==> src/rtl/l1_mshr_miss_ctrl_if.sv <==
`default_nettype none
// ============================================================================
// Module      : l1_mshr_miss_ctrl_if
// Description : Bundle of the miss-side, L2 request/response and fill signals
//               of the L1 MSHR miss controller.
//               slave  : the miss controller itself
//               master : the surrounding L1 / L2 environment
//               Miss side : miss_valid/addr/dirty, victim_addr -> miss_ready,
//                           miss_merged
//               L2 side   : l2_req_valid/rw/addr/id <- l2_req_stall,
//                           l2_resp_valid/id
//               Array side: wb_rd_en, fill_valid/addr/id
//               Status    : mshr_full, mshr_count, resp_err
// Revision    : 1.0 - initial release
// ============================================================================
interface l1_mshr_miss_ctrl_if #(
    parameter int ADDR_W = 28,
    parameter int ID_W   = 2
);
    logic              miss_valid;
    logic [ADDR_W-1:0] miss_addr;
    logic              miss_dirty;
    logic [ADDR_W-1:0] victim_addr;
    logic              miss_ready;
    logic              miss_merged;
    logic              l2_req_valid;
    logic              l2_req_rw;
    logic [ADDR_W-1:0] l2_req_addr;
    logic [ID_W-1:0]   l2_req_id;
    logic              l2_req_stall;
    logic              l2_resp_valid;
    logic [ID_W-1:0]   l2_resp_id;
    logic              wb_rd_en;
    logic              fill_valid;
    logic [ADDR_W-1:0] fill_addr;
    logic [ID_W-1:0]   fill_id;
    logic              mshr_full;
    logic [ID_W:0]     mshr_count;
    logic              resp_err;

    modport slave (
        input  miss_valid, miss_addr, miss_dirty, victim_addr,
               l2_req_stall, l2_resp_valid, l2_resp_id,
        output miss_ready, miss_merged, l2_req_valid, l2_req_rw,
               l2_req_addr, l2_req_id, wb_rd_en, fill_valid, fill_addr,
               fill_id, mshr_full, mshr_count, resp_err
    );

    modport master (
        output miss_valid, miss_addr, miss_dirty, victim_addr,
               l2_req_stall, l2_resp_valid, l2_resp_id,
        input  miss_ready, miss_merged, l2_req_valid, l2_req_rw,
               l2_req_addr, l2_req_id, wb_rd_en, fill_valid, fill_addr,
               fill_id, mshr_full, mshr_count, resp_err
    );
endinterface
`default_nettype wire

==> src/rtl/l1_mshr_miss_ctrl.sv <==
`default_nettype none
// ============================================================================
// Module      : l1_mshr_miss_ctrl
// Description : Multi-entry L1 data-cache miss controller. Holds NUM_MSHR
//               miss entries, issues victim writeback then line read to L2
//               in entry-index order, and turns ID-tagged L2 responses into
//               one-cycle array fills.
//               Ports: clock, reset (sync, active-high), bus (slave modport
//               of l1_mshr_miss_ctrl_if carrying all miss/L2/fill/status).
//               Optional feature macro: L1_MSHR_MERGE_EN - merge secondary
//               misses to an outstanding line instead of blocking them.
// Revision    : 1.0 - initial release
// ============================================================================
module l1_mshr_miss_ctrl #(
    parameter int ADDR_W     = 28,
    parameter int NUM_MSHR   = 4,
    parameter int ID_W       = 2,
    parameter int L2_CLK_DIV = 1
) (
    input  wire logic          clock,
    input  wire logic          reset,
    l1_mshr_miss_ctrl_if.slave bus
);
    localparam int c_wb_cycles = 2 * L2_CLK_DIV;
    localparam int c_wb_w      = $clog2(c_wb_cycles + 1);
    localparam int c_cnt_w     = ID_W + 1;

    typedef enum logic [1:0] {E_FREE, E_PENDING, E_ISSUED} entry_state_t;
    typedef enum logic [1:0] {S_IDLE, S_WB_RD, S_WB_REQ, S_RD_REQ} issue_state_t;

    entry_state_t      r_state  [NUM_MSHR];
    logic [ADDR_W-1:0] r_addr   [NUM_MSHR];
    logic [ADDR_W-1:0] r_victim [NUM_MSHR];
    logic [NUM_MSHR-1:0] r_dirty;

    issue_state_t      r_issue, w_issue_nxt;
    logic [ID_W-1:0]   r_sel, w_sel_nxt;
    logic [c_wb_w-1:0] r_wb_cnt, w_wb_cnt_nxt;

    logic              r_fill_valid;
    logic [ADDR_W-1:0] r_fill_addr;
    logic [ID_W-1:0]   r_fill_id;
    logic              r_resp_err;
    logic [c_cnt_w-1:0] r_count;

    logic              w_full, w_ready, w_accept, w_alloc, w_match;
    logic [ID_W-1:0]   w_free_idx, w_pend_idx;
    logic              w_pend_found, w_resp_hit, w_rd_accept;
    logic              w_req_valid, w_req_rw, w_wb_rd_en;
    logic [ADDR_W-1:0] w_req_addr;

    // Scan high-to-low so the lowest index wins for both searches.
    always_comb begin
        w_match      = 1'b0;
        w_free_idx   = '0;
        w_pend_idx   = '0;
        w_pend_found = 1'b0;
        for (int i = NUM_MSHR - 1; i >= 0; i--) begin
            if (r_state[i] == E_FREE) begin
                w_free_idx = ID_W'(i);
            end
            if (r_state[i] == E_PENDING) begin
                w_pend_idx   = ID_W'(i);
                w_pend_found = 1'b1;
            end
            if (r_state[i] != E_FREE && r_addr[i] == bus.miss_addr) begin
                w_match = 1'b1;
            end
        end
    end

    // Count is registered, so a free in this cycle only lifts miss_ready next cycle.
    assign w_full = (r_count == c_cnt_w'(NUM_MSHR));

`ifdef L1_MSHR_MERGE_EN
    logic r_merged;
    assign w_ready = ~w_full | w_match;
    always_ff @(posedge clock) begin
        if (reset) begin
            r_merged <= 1'b0;
        end else begin
            r_merged <= w_accept & w_match;
        end
    end
    assign bus.miss_merged = r_merged;
`else
    assign w_ready         = ~w_full & ~w_match;
    assign bus.miss_merged = 1'b0;
`endif

    assign w_accept   = bus.miss_valid & w_ready;
    assign w_alloc    = w_accept & ~w_match;
    assign w_resp_hit = bus.l2_resp_valid && (r_state[bus.l2_resp_id] == E_ISSUED);

    // Entry table: allocate, mark issued, free at the end of the fill cycle.
    always_ff @(posedge clock) begin
        if (reset) begin
            for (int i = 0; i < NUM_MSHR; i++) begin
                r_state[i]  <= E_FREE;
                r_addr[i]   <= '0;
                r_victim[i] <= '0;
            end
            r_dirty <= '0;
        end else begin
            for (int i = 0; i < NUM_MSHR; i++) begin
                if (w_alloc && w_free_idx == ID_W'(i)) begin
                    r_state[i]  <= E_PENDING;
                    r_addr[i]   <= bus.miss_addr;
                    r_victim[i] <= bus.victim_addr;
                    r_dirty[i]  <= bus.miss_dirty;
                end
                if (w_rd_accept && r_sel == ID_W'(i)) begin
                    r_state[i] <= E_ISSUED;
                end
                if (r_fill_valid && r_fill_id == ID_W'(i)) begin
                    r_state[i] <= E_FREE;
                end
            end
        end
    end

    // Fill path, occupancy count and sticky response error.
    always_ff @(posedge clock) begin
        if (reset) begin
            r_fill_valid <= 1'b0;
            r_fill_addr  <= '0;
            r_fill_id    <= '0;
            r_resp_err   <= 1'b0;
            r_count      <= '0;
        end else begin
            r_fill_valid <= w_resp_hit;
            if (w_resp_hit) begin
                r_fill_addr <= r_addr[bus.l2_resp_id];
                r_fill_id   <= bus.l2_resp_id;
            end
            if (bus.l2_resp_valid && !w_resp_hit) begin
                r_resp_err <= 1'b1;
            end
            r_count <= r_count + c_cnt_w'(w_alloc) - c_cnt_w'(r_fill_valid);
        end
    end

    // Issue engine state register.
    always_ff @(posedge clock) begin
        if (reset) begin
            r_issue  <= S_IDLE;
            r_sel    <= '0;
            r_wb_cnt <= '0;
        end else begin
            r_issue  <= w_issue_nxt;
            r_sel    <= w_sel_nxt;
            r_wb_cnt <= w_wb_cnt_nxt;
        end
    end

    // Issue engine next state and request outputs. The selected entry stays
    // PENDING until its read is accepted, so request fields hold under stall.
    always_comb begin
        w_issue_nxt  = r_issue;
        w_sel_nxt    = r_sel;
        w_wb_cnt_nxt = r_wb_cnt;
        w_req_valid  = 1'b0;
        w_req_rw     = 1'b0;
        w_req_addr   = '0;
        w_wb_rd_en   = 1'b0;
        w_rd_accept  = 1'b0;
        case (r_issue)
            S_IDLE: begin
                if (w_pend_found) begin
                    w_sel_nxt    = w_pend_idx;
                    w_wb_cnt_nxt = c_wb_w'(1);
                    w_issue_nxt  = r_dirty[w_pend_idx] ? S_WB_RD : S_RD_REQ;
                end
            end
            S_WB_RD: begin
                w_wb_rd_en = 1'b1;
                if (r_wb_cnt == c_wb_w'(c_wb_cycles)) begin
                    w_issue_nxt = S_WB_REQ;
                end else begin
                    w_wb_cnt_nxt = r_wb_cnt + c_wb_w'(1);
                end
            end
            S_WB_REQ: begin
                w_req_valid = 1'b1;
                w_req_rw    = 1'b1;
                w_req_addr  = r_victim[r_sel];
                if (!bus.l2_req_stall) begin
                    w_issue_nxt = S_RD_REQ;
                end
            end
            S_RD_REQ: begin
                w_req_valid = 1'b1;
                w_req_addr  = r_addr[r_sel];
                if (!bus.l2_req_stall) begin
                    w_rd_accept = 1'b1;
                    w_issue_nxt = S_IDLE;
                end
            end
            default: begin
                w_issue_nxt = S_IDLE;
            end
        endcase
    end

    assign bus.miss_ready   = w_ready;
    assign bus.l2_req_valid = w_req_valid;
    assign bus.l2_req_rw    = w_req_rw;
    assign bus.l2_req_addr  = w_req_addr;
    assign bus.l2_req_id    = w_req_valid ? r_sel : '0;
    assign bus.wb_rd_en     = w_wb_rd_en;
    assign bus.fill_valid   = r_fill_valid;
    assign bus.fill_addr    = r_fill_addr;
    assign bus.fill_id      = r_fill_id;
    assign bus.mshr_full    = w_full;
    assign bus.mshr_count   = r_count;
    assign bus.resp_err     = r_resp_err;
endmodule
`default_nettype wire

==> src/flat_wrapper.sv <==
// flat-port wrapper written by rule: the top's interface ports become plain ports
module l1_mshr_miss_ctrl_flat 
#(
    parameter int ADDR_W     = 28,
    parameter int NUM_MSHR   = 4,
    parameter int ID_W       = 2,
    parameter int L2_CLK_DIV = 1
)
  (clock, reset, bus_miss_valid, bus_miss_addr, bus_miss_dirty, bus_victim_addr, bus_l2_req_stall, bus_l2_resp_valid, bus_l2_resp_id, bus_miss_ready, bus_miss_merged, bus_l2_req_valid, bus_l2_req_rw, bus_l2_req_addr, bus_l2_req_id, bus_wb_rd_en, bus_fill_valid, bus_fill_addr, bus_fill_id, bus_mshr_full, bus_mshr_count, bus_resp_err);
  l1_mshr_miss_ctrl_if #(.ADDR_W(ADDR_W), .ID_W(ID_W)) bus_i ();
  input  wire logic clock;
  input  wire logic reset;
  input wire logic [$bits(bus_i.miss_valid)-1:0] bus_miss_valid;
  input wire logic [$bits(bus_i.miss_addr)-1:0] bus_miss_addr;
  input wire logic [$bits(bus_i.miss_dirty)-1:0] bus_miss_dirty;
  input wire logic [$bits(bus_i.victim_addr)-1:0] bus_victim_addr;
  input wire logic [$bits(bus_i.l2_req_stall)-1:0] bus_l2_req_stall;
  input wire logic [$bits(bus_i.l2_resp_valid)-1:0] bus_l2_resp_valid;
  input wire logic [$bits(bus_i.l2_resp_id)-1:0] bus_l2_resp_id;
  output wire logic [$bits(bus_i.miss_ready)-1:0] bus_miss_ready;
  output wire logic [$bits(bus_i.miss_merged)-1:0] bus_miss_merged;
  output wire logic [$bits(bus_i.l2_req_valid)-1:0] bus_l2_req_valid;
  output wire logic [$bits(bus_i.l2_req_rw)-1:0] bus_l2_req_rw;
  output wire logic [$bits(bus_i.l2_req_addr)-1:0] bus_l2_req_addr;
  output wire logic [$bits(bus_i.l2_req_id)-1:0] bus_l2_req_id;
  output wire logic [$bits(bus_i.wb_rd_en)-1:0] bus_wb_rd_en;
  output wire logic [$bits(bus_i.fill_valid)-1:0] bus_fill_valid;
  output wire logic [$bits(bus_i.fill_addr)-1:0] bus_fill_addr;
  output wire logic [$bits(bus_i.fill_id)-1:0] bus_fill_id;
  output wire logic [$bits(bus_i.mshr_full)-1:0] bus_mshr_full;
  output wire logic [$bits(bus_i.mshr_count)-1:0] bus_mshr_count;
  output wire logic [$bits(bus_i.resp_err)-1:0] bus_resp_err;
  assign bus_i.miss_valid = bus_miss_valid;
  assign bus_i.miss_addr = bus_miss_addr;
  assign bus_i.miss_dirty = bus_miss_dirty;
  assign bus_i.victim_addr = bus_victim_addr;
  assign bus_i.l2_req_stall = bus_l2_req_stall;
  assign bus_i.l2_resp_valid = bus_l2_resp_valid;
  assign bus_i.l2_resp_id = bus_l2_resp_id;
  assign bus_miss_ready = bus_i.miss_ready;
  assign bus_miss_merged = bus_i.miss_merged;
  assign bus_l2_req_valid = bus_i.l2_req_valid;
  assign bus_l2_req_rw = bus_i.l2_req_rw;
  assign bus_l2_req_addr = bus_i.l2_req_addr;
  assign bus_l2_req_id = bus_i.l2_req_id;
  assign bus_wb_rd_en = bus_i.wb_rd_en;
  assign bus_fill_valid = bus_i.fill_valid;
  assign bus_fill_addr = bus_i.fill_addr;
  assign bus_fill_id = bus_i.fill_id;
  assign bus_mshr_full = bus_i.mshr_full;
  assign bus_mshr_count = bus_i.mshr_count;
  assign bus_resp_err = bus_i.resp_err;
  l1_mshr_miss_ctrl #(.ADDR_W(ADDR_W), .NUM_MSHR(NUM_MSHR), .ID_W(ID_W), .L2_CLK_DIV(L2_CLK_DIV)) u_core (.clock(clock), .reset(reset), .bus(bus_i));
endmodule
==> config.mk <==
export PLATFORM = sky130hd
export DESIGN_NAME = l1_mshr_miss_ctrl_flat
export DESIGN_NICKNAME = d
export VERILOG_FILES = /design/src/rtl/l1_mshr_miss_ctrl_if.sv /design/src/rtl/l1_mshr_miss_ctrl.sv /design/src/flat_wrapper.sv
export SDC_FILE = /design/constraint.sdc
export NUM_CORES = 1
export LEC_CHECK = 0
export ABC_AREA = 1
export ABC_CLOCK_PERIOD_IN_PS = 5810
export CORE_MARGIN = 4
export CORE_UTILIZATION = 50
export DETAILED_ROUTE_END_ITERATION = 6
export GPL_TIMING_DRIVEN = 1
export PLACE_DENSITY = 0.79
export SYNTH_ARGS = -nofsm -noshare
export SYNTH_HDL_FRONTEND = slang
export SYNTH_SLANG_ARGS = --single-unit
==> constraint.sdc <==
create_clock -name clock -period 5.81 [get_ports clock]
set_input_delay 0.581 -clock clock [delete_from_list [all_inputs] [get_ports clock]]
set_output_delay 0.581 -clock clock [all_outputs]
set_load 0.005 [all_outputs]
---- Word-level counts from Yosys, hierarchy flattened ----
Memory sizes are Yosys's and may differ from the RTL's. A register that Yosys moved wholly into a read port is not among the register bits.
Cells that the tools add are included.
operators by class
  mux-type cells .......................... 96
  bitwise logic cells ..................... 25
  equal/unequal tests ..................... 28
  add/sub/neg operators ................... 3
  reduce and logical (&&, ||, !) cells .... 36
  $lt $le $gt $ge ......................... 1
operator list
  cell                                                         count
  2-to-1 mux 28 bit                                            8
  equality test 28 bit                                         4
  2-to-1 mux 2 bit                                             32
  case mux 28 bit (2 select lines)                             1
  2-to-1 mux 1 bit                                             52
  equality test 2 bit (second input constant)                  10
  bitwise OR 1 bit                                             20
  logical AND 1 bit                                            18
  equality test 2 x 1 -> 1 bit (second input constant)         8
  zero test 2 bit                                              8
  nonzero test 2 bit                                           5
  case mux 2 bit (4 select lines)                              1
  != test 2 bit (second input constant)                        3
  != test 2 x 1 -> 1 bit (second input constant)               2
  case mux 2 bit (2 select lines)                              1
  AND reduction 4 bit                                          1
  adder 3 x 1 -> 3 bit                                         1
  AND 1 bit                                                    3
  equality test 3 bit (second input constant)                  1
  less-than comparator 2 x 3 -> 1 bit (second input constant)  1
  AND reduction 3 bit                                          1
  subtractor 3 x 1 -> 3 bit                                    1
  adder 2 x 1 -> 2 bit (second input constant)                 1
  binary-select mux 1 bit (select 2 bit)                       1
  other kinds (4)                                              5
word-level totals
  bits in registers ....................... 17
  word-level logic and storage cells ...... 203
  memories kept ........................... 3
  input port bits ......................... 64
  output and inout bits ................... 71
  memory bits (writable) .................. 232
memories
  memory           words  bits a word  read ports  clocked after memory_dff  wr ports  line                     text
  u_core.r_addr    4      28           6           2                         4         l1_mshr_miss_ctrl.sv:32  logic [ADDR_W-1:0] r_addr [NUM_MSHR];
  u_core.r_victim  4      28           1           1                         4         l1_mshr_miss_ctrl.sv:33  logic [ADDR_W-1:0] r_victim [NUM_MSHR];
  u_core.r_state   4      2            5           0                         4         l1_mshr_miss_ctrl.sv:31  entry_state_t r_state [NUM_MSHR];

---- Longest topological paths before layout ----
An unclocked memory read counts as a cell.
  depth in word-level cells ............... 18
  mapped depth ............................ 15
  mapped depth without buffers ............ 15

---- Least setup slack after synthesis ----
Ideal clock, no wire load.
  kind .................................... in2reg
  from .................................... input port bus_miss_addr[10]
  to ...................................... memory u_core.r_addr[0][0], enable pin
  data required time ...................... 5.395 ns
  stages .................................. 13
  setup time .............................. 0.415 ns
  arrival ................................. 2.849 ns
  slack ................................... 2.546 ns
  buffers on the path ..................... 1
  path through ............................ buf_2 -> inv_2 -> nand2_1 -> nand2_1 -> nand2_1 -> nor2_1 -> nand2_1 -> nor2_1 -> nand2_1 -> nand3_2 -> nor2_1 -> nand3_1 -> nand2_1
RTL lines
  item                line                     text
  start: declaration  flat_wrapper.sv:14       input wire logic [$bits(bus_i.miss_addr)-1:0] bus_miss_addr;
  end: declaration    l1_mshr_miss_ctrl.sv:32

==> impl_results.md <==
- Total core area: 29010 um^2
- Commonest cells in the netlist: nor2_1, nand2_1, o21ai_0, edfxtp_1, inv_1
- Mapped Nets: 1830
- Peak supply drop: 291.6 uV
- Worst-Margin Slew: 1224 ps
- Critical Path RT: 5230 ps
- Ys async rst share: 0
- Nets@finish: 1916
- Hold WC Path Type: register to register
- Post-CTS setup repair buffer count: 0
- EDFF count, synth: 232
- Place WS: 1742 ps
- Detailed placement HPWL: 32230 um
- Seq/Total Area, Yosys: 0.5329
- Num rows: 62
- RSZ-0062 raised after global routing: false
- Die width: 180.3 um
- Most used DFF post-synth: edfxtp_1
- Reg2Reg Setup Slack: 2490 ps
- Max FO, Critical Path: 85
- Area growth from synthesis to layout: 16.13%
- DRT iter0 DRCs: 1876
- Data arrival time of the worst path: 3720 ps
- Pwr/cell area: 365.6 nW/um^2
- GRT overflow: 0
- Reg2reg path depth: 10
- Post-route DRC: 0
- Top-count cell post-synth: nor2_1
- Fin. max-slew vios: 0
- Hold path endpoint: u_core.bus.fill_addr[11]$_SDFFE_PP0P_
- Hold_sp: u_core.bus.fill_addr[11]$_SDFFE_PP0P_
- Routed WL per cell: 21.38 um
- Pre-antenna DRT Iters: 6
- ANT cells: 0
- Clock buffer count from CTS: 30
- Final instance area: 17230 um^2
- Top post-synthesis cells by area: edfxtp_1, nor2_1, o21ai_0
- Die height: 180.3 um
- Post-Syn Instances: 1758
- Detailed-route via count: 13.13k
- Synth top area share: 0.4695
- Total track usage: 0.2865
- Worst hold path stage count: 2
- CTS Hold Bufs: 0
- H-tree depth: 1
- Worst-path clk slew: 60 ps
- Max frequency: 232.4 MHz
- Vias in the first global route: 12.49k
- Final hold vios: 0
- Synthesized flop and latch total: 279
- Port bufs: 133
- Clk_lat worst skew: 580 ps
- Critical path class: register to output port
- Via-to-Cell Ratio: 5.848
- Slew margin rel.: 0.1830
- Leak pwr: 6.969 nW
- CTS tree: built
- CTS max path bufs: 3
- GPL Wtd Cong: 1.086
- Crit end category: output port
- Max-Cap Viols: 0
- Tmin final: 4303 ps
- Total routed wirelength: 48020 um
- Io pins: 135
- Post-cts sizing count: 0
- Post-synth top area cell: edfxtp_1
- Antenna violations before repair: 0
- CTS sink cnt: 279
- Synth warn: 0
- Critical R2R Launch: u_core.r_addr[3][11]$_SDFFCE_PN0P_
- Syn Area/Cell: 8.440 um^2
- # setup viols final: 0
- Largest net degree at the start of global routing: 90
- Netlist cell types: 35
- Synthesized area: 14840 um^2
- Initial Util: 0.5114
- Part of the cycle the worst path needs: 0.7406
- Status: completed
- Root Buffer Master: clkbuf_16
- Layout cells sized above 1: 0.08593
- Setup TNS: 0 ps
- Die area: 32500 um^2
- Startpoint types: register
- Detail Route Antenna Nets: 0
- RR Endpoint: u_core.r_addr[0][14]$_SDFFCE_PN0P_
- Setup ws final: 1507 ps
- Setup skew after layout: 17.49 ps
- Fillers: 2528
- Placed cell areas: 16340 um^2
- First-pass GRT wire length: 73530 um
[area by class of cell]
cell class	count	area, um^2	area share
Tap cell	384	480.5	0.02788
Multi-Input combinational cell	1183	5717	0.3318
Sequential cell	279	7913	0.4592
Clock buffer	43	830.8	0.04821
Inverter	193	724.4	0.04204
Clock inverter	7	60.06	0.003485
Timing Repair Buffer	157	1506	0.08742
[layer usage]
metal	vias up	global-route usage	wire length, um
met1	6070	0.4013	18630
li1	6016	-	-
met3	123	0.07166	6409
met4	0	0.1089	2082
met5	-	0	0
met2	925	0.4333	20900
[sequential cells by signal, summed over array words and instances (netlist names), named ones only]
name and count:
u_core.r_wb_cnt 2, u_core.r_issue 2, u_core.bus.fill_valid 1, u_core.r_dirty 4, u_core.r_state 8, u_core.r_addr 112
u_core.bus.fill_id 2, u_core.r_sel 2, u_core.bus.resp_err 1, u_core.r_victim 112, u_core.bus.mshr_count 3, u_core.bus.fill_addr 28
[cells by family after synthesis]
family                     share of synthesized area
other                                      0.0002527
adders and majority gates                   0.007252
and+or+nand+nor                               0.1989
DFF                                           0.5329
AOI/OAI and AO/OA                             0.1546
buffers and inverters                        0.08247
xor gates and xnor gates                     0.02361
[worst max-delay path by stage]
stage | startpoint | endpoint | slack (ps) | cells after the start
after global placement | bus_miss_addr[14] | u_core.r_addr[2][19]$_SDFFCE_PN0P_ | 1760 | 14
final | register | bus_l2_req_addr[3] | 1510 | 6
after floorplan | bus_miss_addr[10] | u_core.r_addr[0][0]$_SDFFCE_PN0P_ | 2550 | 13
after CTS | register | bus_l2_req_addr[3] | 1640 | 6
after detailed placement | bus_miss_addr[6] | u_core.r_victim[2][5]$_SDFFCE_PN0P_ | 1740 | 15
after global routing | register | bus_l2_req_addr[3] | 1360 | 6
[metrics by stage]
step | total power [W] | instances | hold slack [ps] | utilization
floorplan | 0.003722 | 1758 | 431.3 | -
global placement | 0.004477 | 2196 | 446.0 | 0.5632
detailed placement | 0.004518 | 2196 | 457.0 | 0.5632
CTS | 0.006266 | 2246 | 466.3 | 0.5939
global route | 0.006585 | 2246 | 498.8 | 0.5939
finish | 0.006300 | 2246 | 465.4 | 0.5939
[placed cells by master, fill, tap and decap left out, types with 28 or more instances in the layout]
master,count
nor2_1,344
nand2_1,239
o21ai_0,234
edfxtp_1,232
inv_1,163
clkdlybuf4s50_1,132
a21oi_1,107
nor2_2,58
dfxtp_1,45
xnor2_1,34
clkbuf_16,31
o22ai_1,30
inv_2,28
a22o_1,28
[worst max-delay path, cell delays in order, from the launching register on]
cell	delay [ps]
dfxtp_4	520
inv_2	330
buf_4	760
nor2_1	60
o21ai_0	540
a22o_1	290
clkdlybuf4s50_1	520
[power by group]
part | switching, W | leakage (nW) | internal (W)
Clock | 0.000784 | 0.430 | 0.000987
Sequential | 0.000190 | 2.82 | 0.00246
Combinational | 0.00122 | 3.72 | 0.000661
(Power assumes the default switching activity.)
